$ cat src/rtl/cache_arbiter.sv
// cache_arbiter
//   Shares the single request port of the direct-mapped line cache between
//   REQUESTERS masters. Round-robin grant, command held on the cache port
//   until cache_ready, one-cycle response pulse back to the winner, and
//   saturating access/hit counters for the statistics path.
//
// Ports
//   clk, rst            clock (rising edge), synchronous active-high reset
//   req_valid/we/addr/wdata   per-master request, packed by master index
//   req_accept          one-hot pulse, request taken this cycle (from IDLE)
//   resp_valid          one-hot pulse, owner's operation completed
//   resp_data/resp_hit  response payload, qualified by resp_valid
//   cache_addr/read/write/write_data   command to the cache
//   cache_ready/hit/data               completion from the cache
//   busy                an operation is outstanding on the cache
//   stat_clear          synchronous clear of both counters
//   stat_access/stat_hit  saturating counters of completed ops / hits
module cache_arbiter #(
   parameter int unsigned REQUESTERS = 2,
   parameter int unsigned ADDR_WIDTH = 14,
   parameter int unsigned DATA_WIDTH = 10,
   parameter int unsigned STAT_WIDTH = 16
) (
   input  logic                            clk,
   input  logic                            rst,
   input  logic [REQUESTERS-1:0]           req_valid,
   input  logic [REQUESTERS-1:0]           req_we,
   input  logic [REQUESTERS*ADDR_WIDTH-1:0] req_addr,
   input  logic [REQUESTERS*DATA_WIDTH-1:0] req_wdata,
   output logic [REQUESTERS-1:0]           req_accept,
   output logic [REQUESTERS-1:0]           resp_valid,
   output logic [DATA_WIDTH-1:0]           resp_data,
   output logic                            resp_hit,
   output logic [ADDR_WIDTH-1:0]           cache_addr,
   output logic                            cache_read,
   output logic                            cache_write,
   output logic [DATA_WIDTH-1:0]           cache_write_data,
   input  logic                            cache_ready,
   input  logic                            cache_hit,
   input  logic [DATA_WIDTH-1:0]           cache_data,
   output logic                            busy,
   input  logic                            stat_clear,
   output logic [STAT_WIDTH-1:0]           stat_access,
   output logic [STAT_WIDTH-1:0]           stat_hit
);

   localparam int unsigned IDX_W = $clog2(REQUESTERS);

   typedef enum logic [1:0] {
      S_IDLE,
      S_ISSUE,
      S_RESP
   } state_t;

   state_t                 state;
   logic [IDX_W-1:0]       last_grant;
   logic [IDX_W-1:0]       owner;

   logic [IDX_W-1:0]       winner;
   logic                   found;
   logic                   sel_we;
   logic [ADDR_WIDTH-1:0]  sel_addr;
   logic [DATA_WIDTH-1:0]  sel_wdata;
   int unsigned            idx;

   // Round-robin search: scan last_grant+1 .. last_grant+REQUESTERS (mod N),
   // first valid master wins.
   always_comb begin
      winner    = '0;
      found     = 1'b0;
      sel_we    = 1'b0;
      sel_addr  = '0;
      sel_wdata = '0;
      idx       = 0;
      for (int unsigned k = 1; k <= REQUESTERS; k++) begin
         idx = (32'(last_grant) + k) % REQUESTERS;
         if (!found && req_valid[idx]) begin
            found     = 1'b1;
            winner    = idx[IDX_W-1:0];
            sel_we    = req_we[idx];
            sel_addr  = req_addr[idx*ADDR_WIDTH +: ADDR_WIDTH];
            sel_wdata = req_wdata[idx*DATA_WIDTH +: DATA_WIDTH];
         end
      end
   end

   // The accept pulse must coincide with the cycle the fields are sampled,
   // so it is decoded from the current state rather than registered.
   always_comb begin
      req_accept = '0;
      if (!rst && state == S_IDLE && found)
         req_accept[winner] = 1'b1;
   end

   assign busy = (state != S_IDLE);

   always_ff @(posedge clk) begin
      if (rst) begin
         state            <= S_IDLE;
         last_grant       <= IDX_W'(REQUESTERS - 1);
         owner            <= '0;
         resp_valid       <= '0;
         resp_data        <= '0;
         resp_hit         <= 1'b0;
         cache_addr       <= '0;
         cache_read       <= 1'b0;
         cache_write      <= 1'b0;
         cache_write_data <= '0;
         stat_access      <= '0;
         stat_hit         <= '0;
      end else begin
         resp_valid <= '0;

         case (state)
            S_IDLE: begin
               if (found) begin
                  last_grant       <= winner;
                  owner            <= winner;
                  // The cache port registers are the latched command.
                  cache_addr       <= sel_addr;
                  cache_read       <= ~sel_we;
                  cache_write      <= sel_we;
                  cache_write_data <= sel_wdata;
                  state            <= S_ISSUE;
               end
            end

            S_ISSUE: begin
               if (cache_ready) begin
                  resp_data          <= cache_write ? '0 : cache_data;
                  resp_hit           <= cache_hit;
                  resp_valid[owner]  <= 1'b1;
                  cache_addr         <= '0;
                  cache_read         <= 1'b0;
                  cache_write        <= 1'b0;
                  cache_write_data   <= '0;
                  state              <= S_RESP;
               end
            end

            S_RESP: begin
               state <= S_IDLE;
            end

            default: begin
               state <= S_IDLE;
            end
         endcase

         // Clear wins over the RESP-cycle increment.
         if (stat_clear) begin
            stat_access <= '0;
            stat_hit    <= '0;
         end else if (state == S_RESP) begin
            if (stat_access != '1)
               stat_access <= stat_access + STAT_WIDTH'(1);
            if (resp_hit && stat_hit != '1)
               stat_hit <= stat_hit + STAT_WIDTH'(1);
         end
      end
   end

endmodule

$ cat config.mk
export PLATFORM = sky130hd
export DESIGN_NAME = cache_arbiter
export DESIGN_NICKNAME = d
export VERILOG_FILES = /design/src/rtl/cache_arbiter.sv
export SDC_FILE = /design/constraint.sdc
export NUM_CORES = 1
export LEC_CHECK = 0
export CAP_MARGIN = 5
export CORE_MARGIN = 1.5
export CORE_UTILIZATION = 46
export CTS_BUF_LIST = sky130_fd_sc_hd__clkbuf_4 sky130_fd_sc_hd__clkbuf_8 sky130_fd_sc_hd__clkbuf_16
export DETAILED_ROUTE_END_ITERATION = 12
export PLACE_DENSITY = 0.86
export SLEW_MARGIN = 20
export SYNTH_ARGS = -nofsm -noshare
export SYNTH_HDL_FRONTEND = slang
export SYNTH_SLANG_ARGS = --single-unit
$ cat constraint.sdc
create_clock -name clk -period 2.8 [get_ports clk]
set_input_delay 0.28 -clock clk [delete_from_list [all_inputs] [get_ports clk]]
set_output_delay 0.28 -clock clk [all_outputs]
set_load 0.005 [all_outputs]
==> impl_metrics.env, run 1 <==
export IMPL_reg2reg_depth=4
export IMPL_hp_class="register to register"
export IMPL_worstMarginPinSlew_ns=0.812
export IMPL_core_area_um2=6940
export IMPL_power_per_cell_area_nw_per_um2=478
export IMPL_nNetsFinal=581
export IMPL_endpoint_kind="output pin"
export IMPL_fmaxAchievable_mhz=396
export IMPL_dr_pass1_iters=4
export IMPL_grt_pass1_wl_um=14900
export IMPL_hp_start="cache_addr[8]"
export IMPL_pin_count=141
export IMPL_worstHoldPathCells=2
export IMPL_drive_gt1_share_pct=8.12
export IMPL_die_w_um=88.5
export IMPL_period_share_pct=90.3
export IMPL_ys_types=49
export IMPL_setup_worst_path_start="state[0]"
export IMPL_setup_viol=0
export IMPL_row_count=30
export IMPL_cp_cell_sequence="nor2_1 > o21ai_1 > or2_2 > nor2_1 > clkdlybuf4s50_1"
export IMPL_root_buffer="clkbuf_8"
export IMPL_hold_violations=0
export IMPL_startpoint_type="register"
export IMPL_htree_levels=3
export IMPL_gr_usage_all_layers_pct=24.2
export IMPL_grt_pass1_vias=3164
export IMPL_cts_resized=0
export IMPL_numPortBuffers=140
export IMPL_cts_tree="built"
export IMPL_rsz0062_at_grt="false"
export IMPL_via_per_inst=5.83
export IMPL_critical_path_max_fanout=8
export IMPL_syn_area_um2=3360
export IMPL_drt_first_iter_violations=159
export IMPL_wl_per_cell_um=15.1
export IMPL_seq_area_frac_synth_pct=44.6
export IMPL_max_stage_delay_ns=0.55
export IMPL_place_gp_congestion=0.807
export IMPL_numCtsBuffers=9
export IMPL_insertion_delay_ns=0.33
export IMPL_cts_sinks=75
export IMPL_cp_common_cell="nor2_1"
export IMPL_grt_max_degree=30
export IMPL_final_cells=613
export IMPL_drv_slew=0
export IMPL_avgSynthCellArea_um2=8.95
export IMPL_arrival_ns=2.25
export IMPL_dieArea_um2=7840
export IMPL_async_reset_ff_share_pct=0
export IMPL_crit_required_ns=2.52
export IMPL_max_slew_margin_pct=45.5
export IMPL_synth_warnings=0
export IMPL_final_area_um2=5100
export IMPL_ys_ff_latch=75
export IMPL_die_h_um=88.5
export IMPL_fin_skew_ns=0.00654
export IMPL_postCtsHoldBufs=0
export IMPL_diodes=0
export IMPL_leakage_uw=0.00172
export IMPL_synth_edf_count=0
export IMPL_outcome="completed"
export IMPL_place_inst=597
export IMPL_synth_ff_type="dfxtp_1"
export IMPL_final_core_utilization_pct=73.4
export IMPL_syn_to_final_growth_pct=51.5
export IMPL_worstSetupPathType="register to output pin"
export IMPL_holdWs_ns=0.456
export IMPL_drt_wl_total_um=9260
export IMPL_synthCells=376
export IMPL_vias=3574
export IMPL_syn_nets=445
export IMPL_antenna_left=0
export IMPL_initial_core_util_pct=48.5
export IMPL_dpl_instance_area_um2=4870
export IMPL_post_cts_buffers=0
export IMPL_clk_path_buf_depth=2
export IMPL_clkTransAtPathRegs_ns=0.07
export IMPL_ir_drop_uv=261
export IMPL_hpwl_um=6790
export IMPL_remaining_drc_errors=0
export IMPL_slowest_stage="clkdlybuf4s50_1"
export IMPL_fin_crit_ns=2.53
export IMPL_overflow=0
export IMPL_reg2reg_from="stat_access[6]"
export IMPL_maxCapViolations=0
export IMPL_tns_ns=0
export IMPL_grt_antenna_before_repair=0
-- sequential cells by signal, summed over array words and instances, names as in the netlist, 2 cells and up --
signal	flops
resp_valid	2
state	2
resp_data	10
stat_hit	16
cache_write_data	10
cache_addr	14
stat_access	16
-- critical path: cells and delay by family (launching register included) --
family                 cells  cell delay, ns
buffers and inverters      1            0.55
DFF                        1            0.37
and+or+nand+nor            3            0.86
AOI/OAI and AO/OA          1            0.14
-- synthesized netlist by cell type, types with 2 or more instances --
master / instances / area (um^2)
a22oi_1: 18 / 135
o31ai_1: 16 / 120
buf_2: 5 / 25.0
nand4_1: 12 / 75.1
ha_1: 2 / 25.0
nor3b_1: 10 / 75.1
dfxtp_1: 75 / 1500
nor2_1: 21 / 78.8
nor3_1: 3 / 15.0
or3_1: 9 / 56.3
clkbuf_1: 18 / 67.6
and3_1: 2 / 12.5
inv_1: 5 / 18.8
nor2b_1: 2 / 12.5
or4_1: 17 / 128
a21oi_1: 45 / 225
o31a_1: 2 / 17.5
a41o_1: 2 / 20.0
and2_1: 3 / 18.8
nand3_1: 11 / 55.1
nand2b_1: 4 / 25.0
a31oi_1: 2 / 12.5
o21ai_0: 9 / 45.0
and4_1: 2 / 17.5
a32oi_1: 6 / 52.6
nand2_1: 23 / 86.3
nand4_2: 2 / 25.0
nor4_1: 3 / 18.8
o2bb2ai_1: 18 / 158
or2_2: 9 / 56.3
mux2i_1: 2 / 20.0
-- where the power goes --
group	total [uW]	internal (uW)	switching, uW
Clock	948	560	388
Sequential	1140	1110	31.0
Combinational	350	212	138
-- cell type report --
type | count | area, um^2
repair buffers | 149 | 1470
multi-input cells | 272 | 1760
fillers | 526 | 1850
clock inverters | 4 | 72.6
inverters | 5 | 18.8
flip-flops and latches | 75 | 1500
well taps | 96 | 120
clock buffers | 12 | 159
-- cell usage in the layout (no fill, tap or decap), drive strengths merged, types with 2 or more instances in the layout --
cell	instances
a21oi	45
dfxtp	75
clkbuf	12
nor2b	2
nand2b	4
bufinv	2
mux2i	2
a31oi	2
clkdlybuf4s50	140
nand3b	2
o2bb2ai	18
nand3	11
nand4	14
inv	5
and4	2
nor4	4
a41o	2
ha	2
and3	2
a32oi	6
nor3b	10
a22oi	18
or3	9
o21ai	10
and2	3
buf	9
o31a	2
o31ai	16
nand2	23
or2	9
nor3	3
or4	18
nor2	21
-- worst paths after layout --
check | slack [ns] | endpoint
worst max-delay path | 0.27 | req_accept[0]
worst min-delay path | 0.46 | cache_addr[8]
worst max register to register | 0.71 | stat_access[4]
worst min register to register | 0.46 | cache_addr[8]
-- cells by family (layout without fill, tap and decap cells) --
group | count (synthesis) | after routing | share of synthesized area, %
compound gates | 129 | 129 | 26.1
buf+inv | 29 | 170 | 3.42
flops | 75 | 75 | 44.6
fa+ha+maj | 2 | 2 | 0.744
simple gates | 139 | 139 | 24.5
mux | 2 | 2 | 0.595
-- stage by stage --
step / setup WS [ns] / power, uW
2_1_floorplan: 0.894 / 1300
3_3_place_gp: 0.560 / 1510
3_5_place_dp: 0.535 / 1510
4_1_cts: 0.246 / 2450
5_1_grt: 0.195 / 2540
6_report: 0.272 / 2440
-- routing by layer --
| layer | GRT usage (%) | vias to the layer above | share of wire (%) |
|---|---|---|---|
| met5 | 0 | - | 0 |
| met1 | 31.7 | 1721 | 43 |
| met3 | 6.53 | 12 | 6.5 |
| met2 | 37.9 | 120 | 49 |
| li1 | - | 1721 | - |
| met4 | 9.80 | 0 | 1.7 |
Power figures use the tool's default switching activity.
==> inputs of run 2 (changes only) <==
--- a/config.mk
+++ b/config.mk
@@ -6,7 +6,7 @@
 export NUM_CORES = 1
 export LEC_CHECK = 0
 export CAP_MARGIN = 5
-export CORE_MARGIN = 1.5
+export CORE_MARGIN = 8
 export CORE_UTILIZATION = 46
 export CTS_BUF_LIST = sky130_fd_sc_hd__clkbuf_4 sky130_fd_sc_hd__clkbuf_8 sky130_fd_sc_hd__clkbuf_16
 export DETAILED_ROUTE_END_ITERATION = 12
==> run 2 against run 1 <==
Against the previous run:
- final cell count increased by 0.33%
- utilization is 2.5 points lower
- via count fell by 0.90%
- largest cell class unchanged
- largest power group unchanged
==> impl_metrics.env, run 2 (same netlist as run 1, synthesis figures left out) <==
export IMPL_dieArea_um2=10300
export IMPL_core_area_um2=7180
export IMPL_fin_crit_ns=2.55
export IMPL_grt_max_degree=30
export IMPL_initial_core_util_pct=46.9
export IMPL_holdWs_ns=0.464
export IMPL_startpoint_type="register"
export IMPL_rrSetupSlack_ns=0.72
export IMPL_pin_count=141
export IMPL_reg2reg_from="stat_access[6]"
export IMPL_reg2reg_depth=4
export IMPL_setup_viol=0
export IMPL_grt_antenna_before_repair=0
export IMPL_hpwl_um=7940
export IMPL_p_int_uw=1870
export IMPL_hp_class="register to register"
export IMPL_p_comb_share_pct=14.7
export IMPL_reg_top3="stat_access: 16 flops, stat_hit: 16 flops, cache_addr: 14 flops"
export IMPL_power_uw=2430
export IMPL_rsz0062_at_grt="false"
export IMPL_antenna_left=0
export IMPL_critical_path_top_delay_family="simple AND/OR/NAND/NOR gates"
export IMPL_cts_tree="built"
export IMPL_dr_pass1_iters=5
export IMPL_arrival_ns=2.27
export IMPL_drv_slew=0
export IMPL_endpoint_kind="output pin"
export IMPL_leakage_uw=0.00172
export IMPL_worstMarginPinSlew_ns=0.822
export IMPL_remaining_drc_errors=0
export IMPL_drive_gt1_share_pct=8.14
export IMPL_layout_common_cells="140 x clkdlybuf4s50_1, 75 x dfxtp_1, 45 x a21oi_1"
export IMPL_seq_power_share_pct=46.9
export IMPL_clk_path_buf_depth=2
export IMPL_htree_levels=3
export IMPL_pwr_share_clk_pct=38.4
export IMPL_nNetsFinal=580
export IMPL_row_count=31
export IMPL_power_per_cell_area_nw_per_um2=478
export IMPL_worstSetupPathType="register to output pin"
export IMPL_clkTransAtPathRegs_ns=0.07
export IMPL_swShare_pct=23.2
export IMPL_place_gp_congestion=0.831
export IMPL_period_share_pct=90.9
export IMPL_wl_per_cell_um=17.3
export IMPL_vias=3542
export IMPL_crit_required_ns=2.52
export IMPL_tns_ns=0
export IMPL_final_cells=615
export IMPL_numCtsBuffers=9
export IMPL_hp_start="cache_addr[7]"
export IMPL_place_inst=599
export IMPL_maxCapViolations=0
export IMPL_outcome="completed"
export IMPL_root_buffer="clkbuf_8"
export IMPL_layout_commonest_cell="clkdlybuf4s50_1"
export IMPL_drt_first_iter_violations=121
export IMPL_final_core_utilization_pct=71.0
export IMPL_post_cts_buffers=0
export IMPL_gr_usage_all_layers_pct=20.2
export IMPL_max_stage_delay_ns=0.52
export IMPL_diodes=0
export IMPL_fin_skew_ns=0.00898
export IMPL_drt_wl_total_um=10600
export IMPL_worstHoldPathCells=2
export IMPL_hold_violations=0
export IMPL_multi_input_area_um2=1760
export IMPL_cts_sinks=75
export IMPL_r2r_end="stat_access[3]"
export IMPL_fillers=559
export IMPL_ir_drop_uv=231
export IMPL_grt_pass1_vias=3433
export IMPL_die_w_um=102
export IMPL_p_switching_uw=565
export IMPL_critical_path_max_fanout=19
export IMPL_min_to="cache_addr[7]"
export IMPL_cp_cell_sequence="nor2_2 > o21ai_1 > or2_2 > nor2_1 > clkdlybuf4s50_1"
export IMPL_seqCellArea_um2=1500
export IMPL_grt_pass1_wl_um=16700
export IMPL_numPortBuffers=140
export IMPL_via_per_inst=5.76
export IMPL_die_h_um=102
export IMPL_insertion_delay_ns=0.34
export IMPL_syn_to_final_growth_pct=51.4
export IMPL_slowest_stage="clkdlybuf4s50_1"
export IMPL_fmaxAchievable_mhz=393
export IMPL_max_slew_margin_pct=44.8
export IMPL_postCtsHoldBufs=0
export IMPL_crit_buf_inv=1
export IMPL_overflow=0
-- run 2: worst max-delay path by stage --
| stage | start | endpoint | slack (ns) | depth (start not counted) |
|---|---|---|---|---|
| detailed placement | req_valid[1] | req_accept[0] | 0.46 | 5 |
| CTS | state[0] | req_accept[0] | 0.14 | 5 |
| global route | state[0] | req_accept[0] | 0.12 | 5 |
| finish | state[0] | req_accept[0] | 0.25 | 5 |
| global placement | req_valid[1] | req_accept[0] | 0.50 | 5 |
| floorplan | state[0] | req_accept[0] | 0.89 | 6 |
-- run 2: through the flow --
stage               area, um^2  setup slack, ns
finish                    5090            0.255
global route              5090            0.120
CTS                       5090            0.144
detailed placement        4860            0.463
global placement          4860            0.505
floorplan                 3360            0.894
-- run 2: cell type report --
type,count,area share (%)
clock inverter,4,1.45
tap,99,2.43
timing repair buffer,148,28.7
clock buffer,12,3.00
inverter,5,0.369
multi-input combinational,272,34.6
sequential,75,29.5
-- run 2: power by group through the flow --
stage               registers [uW]  logic, uW  clock network (uW)
finish                        1140        356                 934
global route                  1150        386                 992
CTS                           1140        358                 951
detailed placement            1160        355                   0
global placement              1160        348                   0
floorplan                     1160        137                   0
-- run 2: routing by layer --
| layer | global-route usage, % | vias to the layer above | wire [um] |
|---|---|---|---|
| li1 | - | 1728 | - |
| met1 | 23.1 | 1641 | 4170 |
| met2 | 33.5 | 155 | 5210 |
| met3 | 7.35 | 18 | 1040 |
| met4 | 8.02 | 0 | 215 |
| met5 | 0 | - | 0 |
-- run 2: worst register-to-register path, stage by stage, from the launching register on --
cell and delay (ns):
dfxtp_1 0.46, nand4_1 0.35, nor4_4 0.85, or4_1 0.22, a21oi_1 0.07
-- run 2: timing repair --
| item | CTS | global route |
|---|---|---|
| endpoints found under the hold margin | 0 | 0 |
| gates resized for setup | 0 | 1 |
| endpoints found under the setup margin | 0 | 1 |
==> inputs of run 3 (changes only) <==
--- a/config.mk
+++ b/config.mk
@@ -7,10 +7,10 @@
 export LEC_CHECK = 0
 export CAP_MARGIN = 5
 export CORE_MARGIN = 8
-export CORE_UTILIZATION = 46
+export CORE_UTILIZATION = 43
 export CTS_BUF_LIST = sky130_fd_sc_hd__clkbuf_4 sky130_fd_sc_hd__clkbuf_8 sky130_fd_sc_hd__clkbuf_16
 export DETAILED_ROUTE_END_ITERATION = 12
-export PLACE_DENSITY = 0.86
+export PLACE_DENSITY = 0.82
 export SLEW_MARGIN = 20
 export SYNTH_ARGS = -nofsm -noshare
 export SYNTH_HDL_FRONTEND = slang
==> constraint.sdc (replaced) <==
create_clock -name clk -period 2.84 [get_ports clk]
set_input_delay 0.284 -clock clk [delete_from_list [all_inputs] [get_ports clk]]
set_output_delay 0.284 -clock clk [all_outputs]
set_load 0.005 [all_outputs]
==> run 3 against run 2 <==
Against the previous run:
- count of clock-buffer cells in the layout is 1 lower
- total power decreased by 5.8%
- via count decreased by 0.40%
- clock power decreased by 13%
- final area shrank 0.49%
- utilization is 4.7 points lower
- register-to-register slack gained 0.08 ns
- critical path depth unchanged
- largest power group unchanged
==> impl_metrics.env, run 3 (same netlist as run 1, synthesis figures left out) <==
export IMPL_vias=3528
export IMPL_tns_ns=0
export IMPL_grt_max_degree=30
export IMPL_gr_usage_all_layers_pct=18.6
export IMPL_reg2reg_depth=5
export IMPL_die_w_um=104
export IMPL_reg_top3="stat_access: 16 flops, stat_hit: 16 flops, cache_addr: 14 flops"
export IMPL_setup_worst_path_start="state[0]"
export IMPL_root_buffer="clkbuf_8"
export IMPL_layout_commonest_cell="clkdlybuf4s50_1"
export IMPL_hold_violations=0
export IMPL_initial_core_util_pct=44.0
export IMPL_place_inst=602
export IMPL_worstSetupPathType="register to output pin"
export IMPL_fmaxAchievable_mhz=394
export IMPL_grt_pass1_wl_um=17100
export IMPL_max_slew_margin_pct=46.1
export IMPL_outcome="completed"
export IMPL_core_area_um2=7650
export IMPL_endpoint_kind="output pin"
export IMPL_grt_pass1_vias=3498
export IMPL_crit_required_ns=2.56
export IMPL_drt_wl_total_um=10200
export IMPL_dpl_instance_area_um2=4870
export IMPL_cts_sinks=75
export IMPL_clkTransAtPathRegs_ns=0.08
export IMPL_hp_class="register to register"
export IMPL_drive_gt1_share_pct=8.14
export IMPL_remaining_drc_errors=0
export IMPL_cts_tree="built"
export IMPL_dr_pass1_iters=6
export IMPL_rsz0062_at_grt="false"
export IMPL_period_share_pct=89.3
export IMPL_pin_count=141
export IMPL_wl_per_cell_um=16.6
export IMPL_worstMarginPinSlew_ns=0.802
export IMPL_drv_slew=0
export IMPL_numPortBuffers=140
export IMPL_syn_to_final_growth_pct=50.6
export IMPL_nNetsFinal=580
export IMPL_arrival_ns=2.25
export IMPL_postCtsHoldBufs=0
export IMPL_critical_path_max_fanout=19
export IMPL_fin_skew_ns=0.00728
export IMPL_die_h_um=104
export IMPL_layout_common_cells="140 x clkdlybuf4s50_1, 75 x dfxtp_1, 45 x a21oi_1"
export IMPL_hpwl_um=7810
export IMPL_numCtsBuffers=9
export IMPL_leakage_uw=0.00171
export IMPL_overflow=0
export IMPL_power_uw=2290
export IMPL_maxCapViolations=0
export IMPL_cp_endpoint="req_accept[0]"
export IMPL_htree_levels=3
export IMPL_antenna_left=0
export IMPL_ir_drop_uv=350
export IMPL_clk_path_buf_depth=2
export IMPL_final_area_um2=5070
export IMPL_setup_viol=0
export IMPL_fin_crit_ns=2.54
export IMPL_reg2reg_from="stat_access[0]"
export IMPL_row_count=32
export IMPL_fillers=639
export IMPL_diodes=0
export IMPL_place_gp_congestion=0.836
export IMPL_dieArea_um2=10900
export IMPL_drt_first_iter_violations=136
export IMPL_r2r_end="stat_access[4]"
export IMPL_grt_antenna_before_repair=0
export IMPL_power_per_cell_area_nw_per_um2=452
export IMPL_final_cells=618
export IMPL_startpoint_type="register"
export IMPL_insertion_delay_ns=0.33
export IMPL_rrSetupSlack_ns=0.80
export IMPL_holdWs_ns=0.458
export IMPL_via_per_inst=5.71
-- run 3: stage by stage --
step,worst slack [ns],util [%]
floorplan,0.930,-
global placement,0.540,63.6
detailed placement,0.493,63.6
CTS,0.181,66.2
global route,0.118,66.3
finish,0.305,66.3
-- run 3: critical path, cell delays in order, from the launching register on --
cell             delay (ns)
dfxtp_1                0.38
nor2_2                 0.26
o21ai_1                0.14
or2_2                  0.46
nor2_1                 0.16
clkdlybuf4s50_1        0.52
-- run 3: power breakdown --
group	internal, uW	total, uW	switching, uW
clock network	436	816	380
registers	1090	1120	31.4
logic	208	350	142
-- run 3: routing by layer --
layer | routed length, um | global-route usage, % | up-vias
met1 | 4310 | 21.1 | 1670
li1 | - | - | 1731
met5 | 0 | 0 | -
met2 | 4970 | 31.3 | 121
met4 | 102 | 4.76 | 0
met3 | 859 | 8.05 | 6
-- run 3: how the worst min path moves through the flow --
| stage | endpoint | cells past startpoint | slack (ns) | from |
|---|---|---|---|---|
| after floorplan | resp_valid[0] | 1 | 0.42 | owner |
| after global placement | resp_valid[0] | 1 | 0.44 | owner |
| after detailed placement | resp_valid[0] | 1 | 0.45 | owner |
| after CTS | resp_valid[0] | 1 | 0.46 | owner |
| after global routing | cache_write_data[9] | 2 | 0.48 | cache_write_data[9] |
| final | resp_valid[0] | 1 | 0.46 | owner |
-- run 3: layout make-up --
type / count / area, um^2 / area share, %
multi-input cells: 272 / 1760 / 34.7
inverters: 5 / 18.8 / 0.370
clock buffers: 11 / 145 / 2.86
well taps: 102 / 128 / 2.52
flip-flops and latches: 75 / 1500 / 29.6
clock inverters: 5 / 52.6 / 1.04
repair buffers: 148 / 1460 / 28.8
-- run 3: timing repair --
action / CTS / global route
hold endpoints to repair: 0 / 0
buffers inserted: 0 / 0
gates resized for setup: 0 / 1
endpoints found under the setup margin: 0 / 1
==> RTL change, RTL diff (flow settings as in run 3) <==
The 3 states of `state_t` get a one-hot encoding in 3 bits.
--- a/src/rtl/cache_arbiter.sv
+++ b/src/rtl/cache_arbiter.sv
@@ -46,10 +46,10 @@
 
    localparam int unsigned IDX_W = $clog2(REQUESTERS);
 
-   typedef enum logic [1:0] {
-      S_IDLE,
-      S_ISSUE,
-      S_RESP
+   typedef enum logic [2:0] {
+      S_IDLE  = 3'b001,
+      S_ISSUE = 3'b010,
+      S_RESP  = 3'b100
    } state_t;
 
    state_t                 state;
Function: same outputs for any inputs over 4 cycles, from zero or initial values and one cycle with rst high; so few cycles prove little.
==> RTL change against run 3 <==
- total power increased by 6.1%
- area after synthesis increased by 5.4%
- worst setup slack improved by 0.078 ns
- synthesized cell count increased by 8.8%
- design area increased by 2.8%
- via count increased by 3.7%
- wire length increased by 4.1%
- critical path depth decreased by 1
- sequential cell count increased by 1
==> RTL change: results (changes against run 3) <==
### Outcome
* status: completed

### Power
* leakage dissipation: 1.77 nW, +3.6%
* Power Internal: 1.82 mW, +4.9%
* worst IR drop on VDD: 288 µV, -18%
* clock share of power: 0.370, +0.014
* power dissipated in combinational cells: 0.395 mW, +13%

### Worst hold path
* end point of the most critical hold path: cache_addr[3]
* count of cells along the worst hold path: 2, +1

### Layout
* Layout clock area frac: 0.0413, +0.00229
* count of buffers not belonging to the clock network in the layout: 147, -0.68%
* Non-clock buffers, area share: 0.279, -0.00934
* final core utilization: 0.644, -0.0188
* total area of sequential cells: 1520 µm², +1.3%
* Inverters: 3, -2
* Nets: 608, +4.8%
* area of the multi-input gates: 1880 µm², +6.6%

### Global route
* global-route total usage across every layer: 0.185, -0.00110
* vias in the first global route: 3608, +3.1%
* wire length of the first global-routing pass: 17500 µm, +2.1%

### Synthesis
* fraction of the mapped netlist area in adder cells: 0.00706, -0.000378
* number of distinct library cells after synthesis: 56, +14%
* number of register bits inferred by synthesis: 76, +1.3%
* post-synthesis compound-gate area fraction: 0.242, -0.0189

### Critical path
* Critical Path Start: state[0]
* R2R Path End: cache_addr[12]
* critical path fanouts, max: 8, -11
* FF-to-FF path depth: 4, -1
* data arrival time at the worst-slack endpoint: 2.17 ns, -0.08 ns
* setup slack on the worst flop-to-flop path: 0.70 ns, -0.10 ns

### Placement
* total instance count after detailed placement: 633, +5.1%
* Routability Congestion: 0.794, -4.9%

### Detailed routing
* routed via count divided by cell count: 5.64, -1.2%
* TritonRoute pass-1 iters: 4, -2
* met2 WL post-DR: 5260 µm, +5.9%
* final WL: 10700 µm, +4.1%

### Clock tree
* insertion delay of the later-clocked pin in the worst-skew pair: 0.35 ns, +0.02 ns

==> RTL change: changes by cell type after synthesis, sizes merged, moves of 5 or more <==
cell | run 3 | this run
nor2 | 21 | 10
or2 | 9 | 2
o2bb2ai | 18 | 0
or4 | 18 | 10
a32o | 1 | 24
buf | 6 | 13
nand2 | 23 | 79
and3 | 2 | 10
a32oi | 6 | 1
a22oi | 18 | 1
o31ai | 16 | 11
a22o | 0 | 10
nor3b | 10 | 3
==> RTL change: critical path, stage by stage (launching register included) <==
cell and delay (ns):
sky130_fd_sc_hd__dfxtp_1 0.49, sky130_fd_sc_hd__nor3b_2 0.41, sky130_fd_sc_hd__nand2_1 0.18, sky130_fd_sc_hd__nor3_1 0.20, sky130_fd_sc_hd__clkdlybuf4s50_1 0.55
==> RTL change: per-layer routing <==
layer  GRT usage  up-vias
li1            -     1804
met1       0.200     1702
met2       0.313      141
met3      0.0834       12
met4      0.0683        0
met5           0        -
